File: config.mk
export PLATFORM = sky130hd
export DESIGN_NAME = eq_mix_engine
export DESIGN_NICKNAME = d
export VERILOG_FILES = /design/src/rtl/eq_mix_engine.sv
export SDC_FILE = /design/constraint.sdc
export NUM_CORES = 1
export LEC_CHECK = 0
export ABC_AREA = 1
export BUFFER_PORTS_ARGS = -buffer_cell sky130_fd_sc_hd__buf_4
export CORE_MARGIN = 10
export CORE_UTILIZATION = 65
export DETAILED_ROUTE_END_ITERATION = 12
export GPL_ROUTABILITY_DRIVEN = 0
export HOLD_SLACK_MARGIN = 0.1
export PLACE_DENSITY = 0.88
export SLEW_MARGIN = 20
export SYNTH_ARGS = -nofsm -noshare
export SYNTH_HDL_FRONTEND = slang
export SYNTH_SLANG_ARGS = --single-unit
File: constraint.sdc
create_clock -name clk -period 13.9 [get_ports clk]
set_input_delay 0.695 -clock clk [delete_from_list [all_inputs] [get_ports clk]]
set_output_delay 0.695 -clock clk [all_outputs]
set_load 0.01 [all_outputs]
File: src/rtl/eq_mix_engine.sv
// eq_mix_engine: per-channel multi-band EQ mix with master volume.
// Each frame is snapshotted and then processed serially through one shared
// multiplier: NUM_BANDS MAC cycles plus one volume cycle per channel, then a
// single DONE cycle that publishes all channels at once.
module eq_mix_engine #(
    parameter int NUM_BANDS = 5,
    parameter int NUM_CH    = 2,
    parameter int SMPL_W    = 16,
    parameter int POT_W     = 12
) (
    input  logic                            clk,
    input  logic                            rst_n,
    input  logic                            smpl_vld,
    input  logic [NUM_CH*NUM_BANDS*SMPL_W-1:0] bands_in,
    input  logic [NUM_BANDS*POT_W-1:0]      band_pots,
    input  logic [POT_W-1:0]                vol_pot,
    input  logic                            clr_flags,
    output logic [NUM_CH*SMPL_W-1:0]        mix_out,
    output logic                            out_vld,
    output logic                            busy,
    output logic                            sat_flag,
    output logic                            ovr_flag
);

    // Product of a signed sample and a zero-extended pot.
    localparam int PROD_W = SMPL_W + POT_W + 1;
    // Each band term is PROD_W-10 bits; summing NUM_BANDS of them needs clog2 more.
    localparam int ACC_W  = PROD_W - 10 + $clog2(NUM_BANDS);
    localparam int BIDX_W = $clog2(NUM_BANDS);
    localparam int CIDX_W = (NUM_CH > 1) ? $clog2(NUM_CH) : 1;
    localparam int NSMP   = NUM_CH * NUM_BANDS;
    localparam int SEL_W  = $clog2(NSMP);

    localparam logic signed [PROD_W-1:0] SMAX = PROD_W'((2 ** (SMPL_W - 1)) - 1);
    localparam logic signed [PROD_W-1:0] SMIN = ~SMAX;

    typedef enum logic [1:0] {IDLE, MAC, VOL, DONE} state_t;

    // Clamp to the sample range; the top bit reports whether clamping happened.
    function automatic logic [SMPL_W:0] sat16(input logic signed [PROD_W-1:0] x);
        if (x > SMAX) begin
            return {1'b1, SMAX[SMPL_W-1:0]};
        end else if (x < SMIN) begin
            return {1'b1, SMIN[SMPL_W-1:0]};
        end
        return {1'b0, x[SMPL_W-1:0]};
    endfunction

    state_t                     state_q, state_d;
    logic [CIDX_W-1:0]          ch_q, ch_d;
    logic [BIDX_W-1:0]          band_q, band_d;
    logic signed [ACC_W-1:0]    acc_q, acc_d;
    logic signed [SMPL_W-1:0]   smpl_q [NSMP];
    logic signed [SMPL_W-1:0]   smpl_d [NSMP];
    logic [POT_W-1:0]           pot_q [NUM_BANDS];
    logic [POT_W-1:0]           pot_d [NUM_BANDS];
    logic [POT_W-1:0]           vol_q, vol_d;
    logic signed [SMPL_W-1:0]   res_q [NUM_CH];
    logic signed [SMPL_W-1:0]   res_d [NUM_CH];
    logic [NUM_CH*SMPL_W-1:0]   mix_q, mix_d;
    logic                       out_vld_q, out_vld_d;
    logic                       sat_q, sat_d;
    logic                       ovr_q, ovr_d;

    logic [SEL_W-1:0]           sel;
    logic signed [SMPL_W-1:0]   mul_a;
    logic signed [POT_W:0]      mul_b;
    logic signed [PROD_W-1:0]   prod;
    logic signed [PROD_W-1:0]   prod_sh10;
    logic signed [ACC_W-1:0]    mac_term;
    logic [SMPL_W:0]            acc_s;
    logic [SMPL_W:0]            vol_s;

    // Shared multiplier: band sample x band pot in MAC, saturated acc x volume in VOL.
    always_comb begin
        sel       = SEL_W'(32'(ch_q) * NUM_BANDS + 32'(band_q));
        acc_s     = sat16(PROD_W'(acc_q));
        mul_a     = smpl_q[sel];
        mul_b     = {1'b0, pot_q[band_q]};
        if (state_q == VOL) begin
            mul_a = acc_s[SMPL_W-1:0];
            mul_b = {1'b0, vol_q};
        end
        prod      = PROD_W'(mul_a) * PROD_W'(mul_b);
        prod_sh10 = prod >>> 10;
        mac_term  = ACC_W'(prod_sh10);
        vol_s     = sat16(prod >>> 11);
    end

    // Next-state, datapath updates and sticky flag logic.
    always_comb begin
        state_d   = state_q;
        ch_d      = ch_q;
        band_d    = band_q;
        acc_d     = acc_q;
        smpl_d    = smpl_q;
        pot_d     = pot_q;
        vol_d     = vol_q;
        res_d     = res_q;
        mix_d     = mix_q;
        out_vld_d = 1'b0;
        sat_d     = sat_q;
        ovr_d     = ovr_q;

        // Clear first so that a same-cycle set event below wins.
        if (clr_flags) begin
            sat_d = 1'b0;
            ovr_d = 1'b0;
        end

        case (state_q)
            IDLE: begin
                if (smpl_vld) begin
                    for (int i = 0; i < NSMP; i++) begin
                        smpl_d[i] = bands_in[i*SMPL_W +: SMPL_W];
                    end
                    for (int b = 0; b < NUM_BANDS; b++) begin
                        pot_d[b] = band_pots[b*POT_W +: POT_W];
                    end
                    vol_d   = vol_pot;
                    ch_d    = '0;
                    band_d  = '0;
                    acc_d   = '0;
                    state_d = MAC;
                end
            end
            MAC: begin
                acc_d = acc_q + mac_term;
                if (band_q == BIDX_W'(NUM_BANDS - 1)) begin
                    state_d = VOL;
                end else begin
                    band_d = band_q + BIDX_W'(1);
                end
            end
            VOL: begin
                for (int c = 0; c < NUM_CH; c++) begin
                    if (CIDX_W'(c) == ch_q) begin
                        res_d[c] = vol_s[SMPL_W-1:0];
                    end
                end
                if (acc_s[SMPL_W] || vol_s[SMPL_W]) begin
                    sat_d = 1'b1;
                end
                if (ch_q == CIDX_W'(NUM_CH - 1)) begin
                    state_d = DONE;
                end else begin
                    ch_d    = ch_q + CIDX_W'(1);
                    band_d  = '0;
                    acc_d   = '0;
                    state_d = MAC;
                end
            end
            DONE: begin
                for (int c = 0; c < NUM_CH; c++) begin
                    mix_d[c*SMPL_W +: SMPL_W] = res_q[c];
                end
                out_vld_d = 1'b1;
                state_d   = IDLE;
            end
            default: state_d = IDLE;
        endcase

        // A strobe outside IDLE is dropped and only recorded.
        if (smpl_vld && (state_q != IDLE)) begin
            ovr_d = 1'b1;
        end
    end

    // State and datapath registers with asynchronous clear.
    always_ff @(posedge clk or negedge rst_n) begin
        if (!rst_n) begin
            state_q   <= IDLE;
            ch_q      <= '0;
            band_q    <= '0;
            acc_q     <= '0;
            vol_q     <= '0;
            mix_q     <= '0;
            out_vld_q <= 1'b0;
            sat_q     <= 1'b0;
            ovr_q     <= 1'b0;
            for (int i = 0; i < NSMP; i++) begin
                smpl_q[i] <= '0;
            end
            for (int b = 0; b < NUM_BANDS; b++) begin
                pot_q[b] <= '0;
            end
            for (int c = 0; c < NUM_CH; c++) begin
                res_q[c] <= '0;
            end
        end else begin
            state_q   <= state_d;
            ch_q      <= ch_d;
            band_q    <= band_d;
            acc_q     <= acc_d;
            smpl_q    <= smpl_d;
            pot_q     <= pot_d;
            vol_q     <= vol_d;
            res_q     <= res_d;
            mix_q     <= mix_d;
            out_vld_q <= out_vld_d;
            sat_q     <= sat_d;
            ovr_q     <= ovr_d;
        end
    end

    assign mix_out  = mix_q;
    assign out_vld  = out_vld_q;
    assign busy     = (state_q != IDLE);
    assign sat_flag = sat_q;
    assign ovr_flag = ovr_q;

endmodule

==> impl_metrics.json <==
{
  "fin_tns_setup_ns": 0,
  "synth_top_family_by_area": "simple AND/OR/NAND/NOR gates",
  "tightest_slew_ns": 1.06,
  "ys_warn_count": 0,
  "num_rows": 68,
  "dr.max_layer_used": "met4",
  "required_ns": 14.29,
  "ant_nets": 0,
  "io_pins": 272,
  "synth_ff_type": "dfrtp_1",
  "ys_types": 52,
  "cts-hold-fix-buffers": 0,
  "drc_errors": 0,
  "setup.worst_path.end_class": "flop",
  "clock_path_buffers": 3,
  "wl_mm": 70.5,
  "die_h_um": 208,
  "cts.sinks": 327,
  "area_growth_pct": 15.1,
  "fin_worst_skew_ns": 0.0179,
  "hold_viol": 0,
  "period_needed_ns": 10.76,
  "cpMostUsedCell": "inv_1",
  "via_per_inst": 5.87,
  "synth_xor_area_share_pct": 1.03,
  "maxSlewHeadroom_pct": 29.4,
  "setup_violations": 0,
  "core_area_um2": 34700,
  "cts_root_buf": "clkbuf_16",
  "htreeDepth": 2,
  "start_kind": "flop",
  "avgSynthCellArea_um2": 7.71,
  "muxShareOfSynthArea_pct": 0.565,
  "drt-met1-wl_mm": 25.7,
  "rsz0062_at_grt": "no",
  "path_clk_slew_ns": 0.06,
  "maxCapViolations": 0,
  "worstSkewPairLatency_ns": 0.53,
  "layout_common_cells": "nand2_1 (1280), inv_1 (344), dfrtp_1 (327)",
  "cts_made_buffers": 34,
  "fmax_mhz": 93.0,
  "antenna_cells": 0,
  "grt_pass1_wl_mm": 113,
  "fill_cells": 2338,
  "worstSetupPathType": "flop to flop",
  "whs_ns": 0.194,
  "synth_adder_area_share_pct": 20.3,
  "fp.dieArea_um2": 43400,
  "cts_tree": "yes",
  "report.final.slew_viol_count": 0,
  "syn_area_um2": 23000,
  "grt_overflow_total": 0,
  "regArea_um2": 8180,
  "multiInputGateArea_um2": 13000,
  "cts_resized": 0,
  "grt_pass1_vias": 21900,
  "hp-class": "input pin to async pin",
  "met3_wirelength_mm": 7.55,
  "dp_cells": 3608,
  "status": "finished, final reports clean",
  "num_vias": 21500,
  "initial_core_util_pct": 66.3,
  "synth_seq_area_share_pct": 35.5,
  "die_w_um": 208,
  "synth_compound_area_share_pct": 7.84,
  "final_cells": 3668,
  "cts_setup_buffers": 0,
  "final_common_cell": "nand2_1",
  "grt_max_degree": 236,
  "track_usage_pct": 31.9,
  "synthSimpleGateAreaFrac_pct": 26.8,
  "hpwl_mm": 53.7,
  "drive_gt1_share_pct": 12.0,
  "syn-instance-count": 2986,
  "io_buffer_count": 271,
  "slowest_stage": "dfrtp_1",
  "synth_edf_count": 0,
  "first_pass_iters": 8,
  "crit_path_max_fanout": 33,
  "arrival_ns": 11.15,
  "first_iter_violations": 2965,
  "slowest_delay_ns": 0.92,
  "synth_nets": 3489,
  "wl_per_cell_um": 19.2,
  "nNetsFinal": 3692,
  "ys_ff_latch": 327,
  "period_share_pct": 77.4,
  "antenna_found_initial": 0,
  "wl_met2_mm": 32.7,
  "ys_async_sr_fraction_pct": 100
}
[worst max-delay path: cells and delay by family (launching register included)]
kind	cells	cell delay [ns]
buffers and inverters	9	1.62
and+or+nand+nor	11	1.71
adders and majority gates	9	4.15
AOI/OAI and AO/OA	10	1.66
DFF	1	0.92
xor gates and xnor gates	2	0.53
[registers in the layout, summed over array words and instances (netlist names), 2 cells and up]
name	count
acc_q	22
smpl_q	160
band_q	3
pot_q	60
state_q	2
mix_out	32
res_q	32
vol_q	12
[final timing paths]
kind	start	end	slack, ns	cells past startpoint
min in group clk	band_pots[15]	pot_q[39]	0.36	3
max in group asynchronous	rst_n	smpl_q[32]	11.73	3
max reg2reg	band_q[0]	acc_q[21]	3.14	41
max	band_q[0]	acc_q[21]	3.14	41
min	rst_n	mix_out[19]	0.19	1
min reg2reg	pot_q[55]	pot_q[55]	0.47	2
[area by class of cell]
type	count	area share [%]
multi-input cells	2181	49.1
flip-flops and latches	327	30.9
repair buffers	290	8.33
inverters	355	5.05
clock buffers	48	3.79
well taps	455	2.15
clock inverters	12	0.713
[kinds of logic (layout without fill, tap and decap cells)]
logic type      count (synthesis)  count (layout)
buf+inv                       478             705
compound gates                298             298
fa+ha+maj                     267             267
simple gates                 1576            1576
flops                         327             327
mux                            13              13
xor+xnor                       27              27
[metrics by stage]
| step | area, µm² | util (%) | worst slack, ns |
|---|---|---|---|
| floorplan | 23000 | - | 5.64 |
| detailed placement | 25300 | 72.9 | 3.53 |
| global placement | 25300 | 72.9 | 3.83 |
| finish | 26500 | 76.4 | 3.14 |
| CTS | 26500 | 76.4 | 3.46 |
| global route | 26500 | 76.4 | 2.33 |
[Yosys cell counts (5+ instances only)]
| cell | count | area [µm²] |
|---|---|---|
| a21oi_1 | 107 | 536 |
| a22oi_1 | 22 | 165 |
| a32o_1 | 10 | 100 |
| buf_1 | 8 | 30.0 |
| buf_2 | 6 | 30.0 |
| clkbuf_1 | 104 | 390 |
| clkinv_1 | 5 | 18.8 |
| dfrtp_1 | 327 | 8180 |
| fa_1 | 178 | 3560 |
| ha_1 | 89 | 1110 |
| inv_1 | 344 | 1290 |
| inv_2 | 5 | 18.8 |
| mux2i_1 | 13 | 130 |
| nand2_1 | 1280 | 4800 |
| nand2_2 | 20 | 125 |
| nand3_1 | 75 | 375 |
| nand4_1 | 9 | 56.3 |
| nor2_1 | 169 | 634 |
| nor3_1 | 9 | 45.0 |
| o211ai_1 | 12 | 90.1 |
| o21a_1 | 9 | 67.6 |
| o21ai_0 | 86 | 430 |
| o221ai_1 | 10 | 87.6 |
| o22ai_1 | 14 | 87.6 |
| xnor2_1 | 6 | 52.6 |
| xor2_1 | 21 | 184 |
[routing by layer]
metal	GRT usage [%]	vias up
met1	38.9	10100
li1	-	9599
met3	7.98	353
met4	17.5	0
met5	0	-
met2	51.2	1462
Power is left out: the tool's default activity adds up to more than one toggle a clock period on the data nets, which glitch-free logic cannot reach.
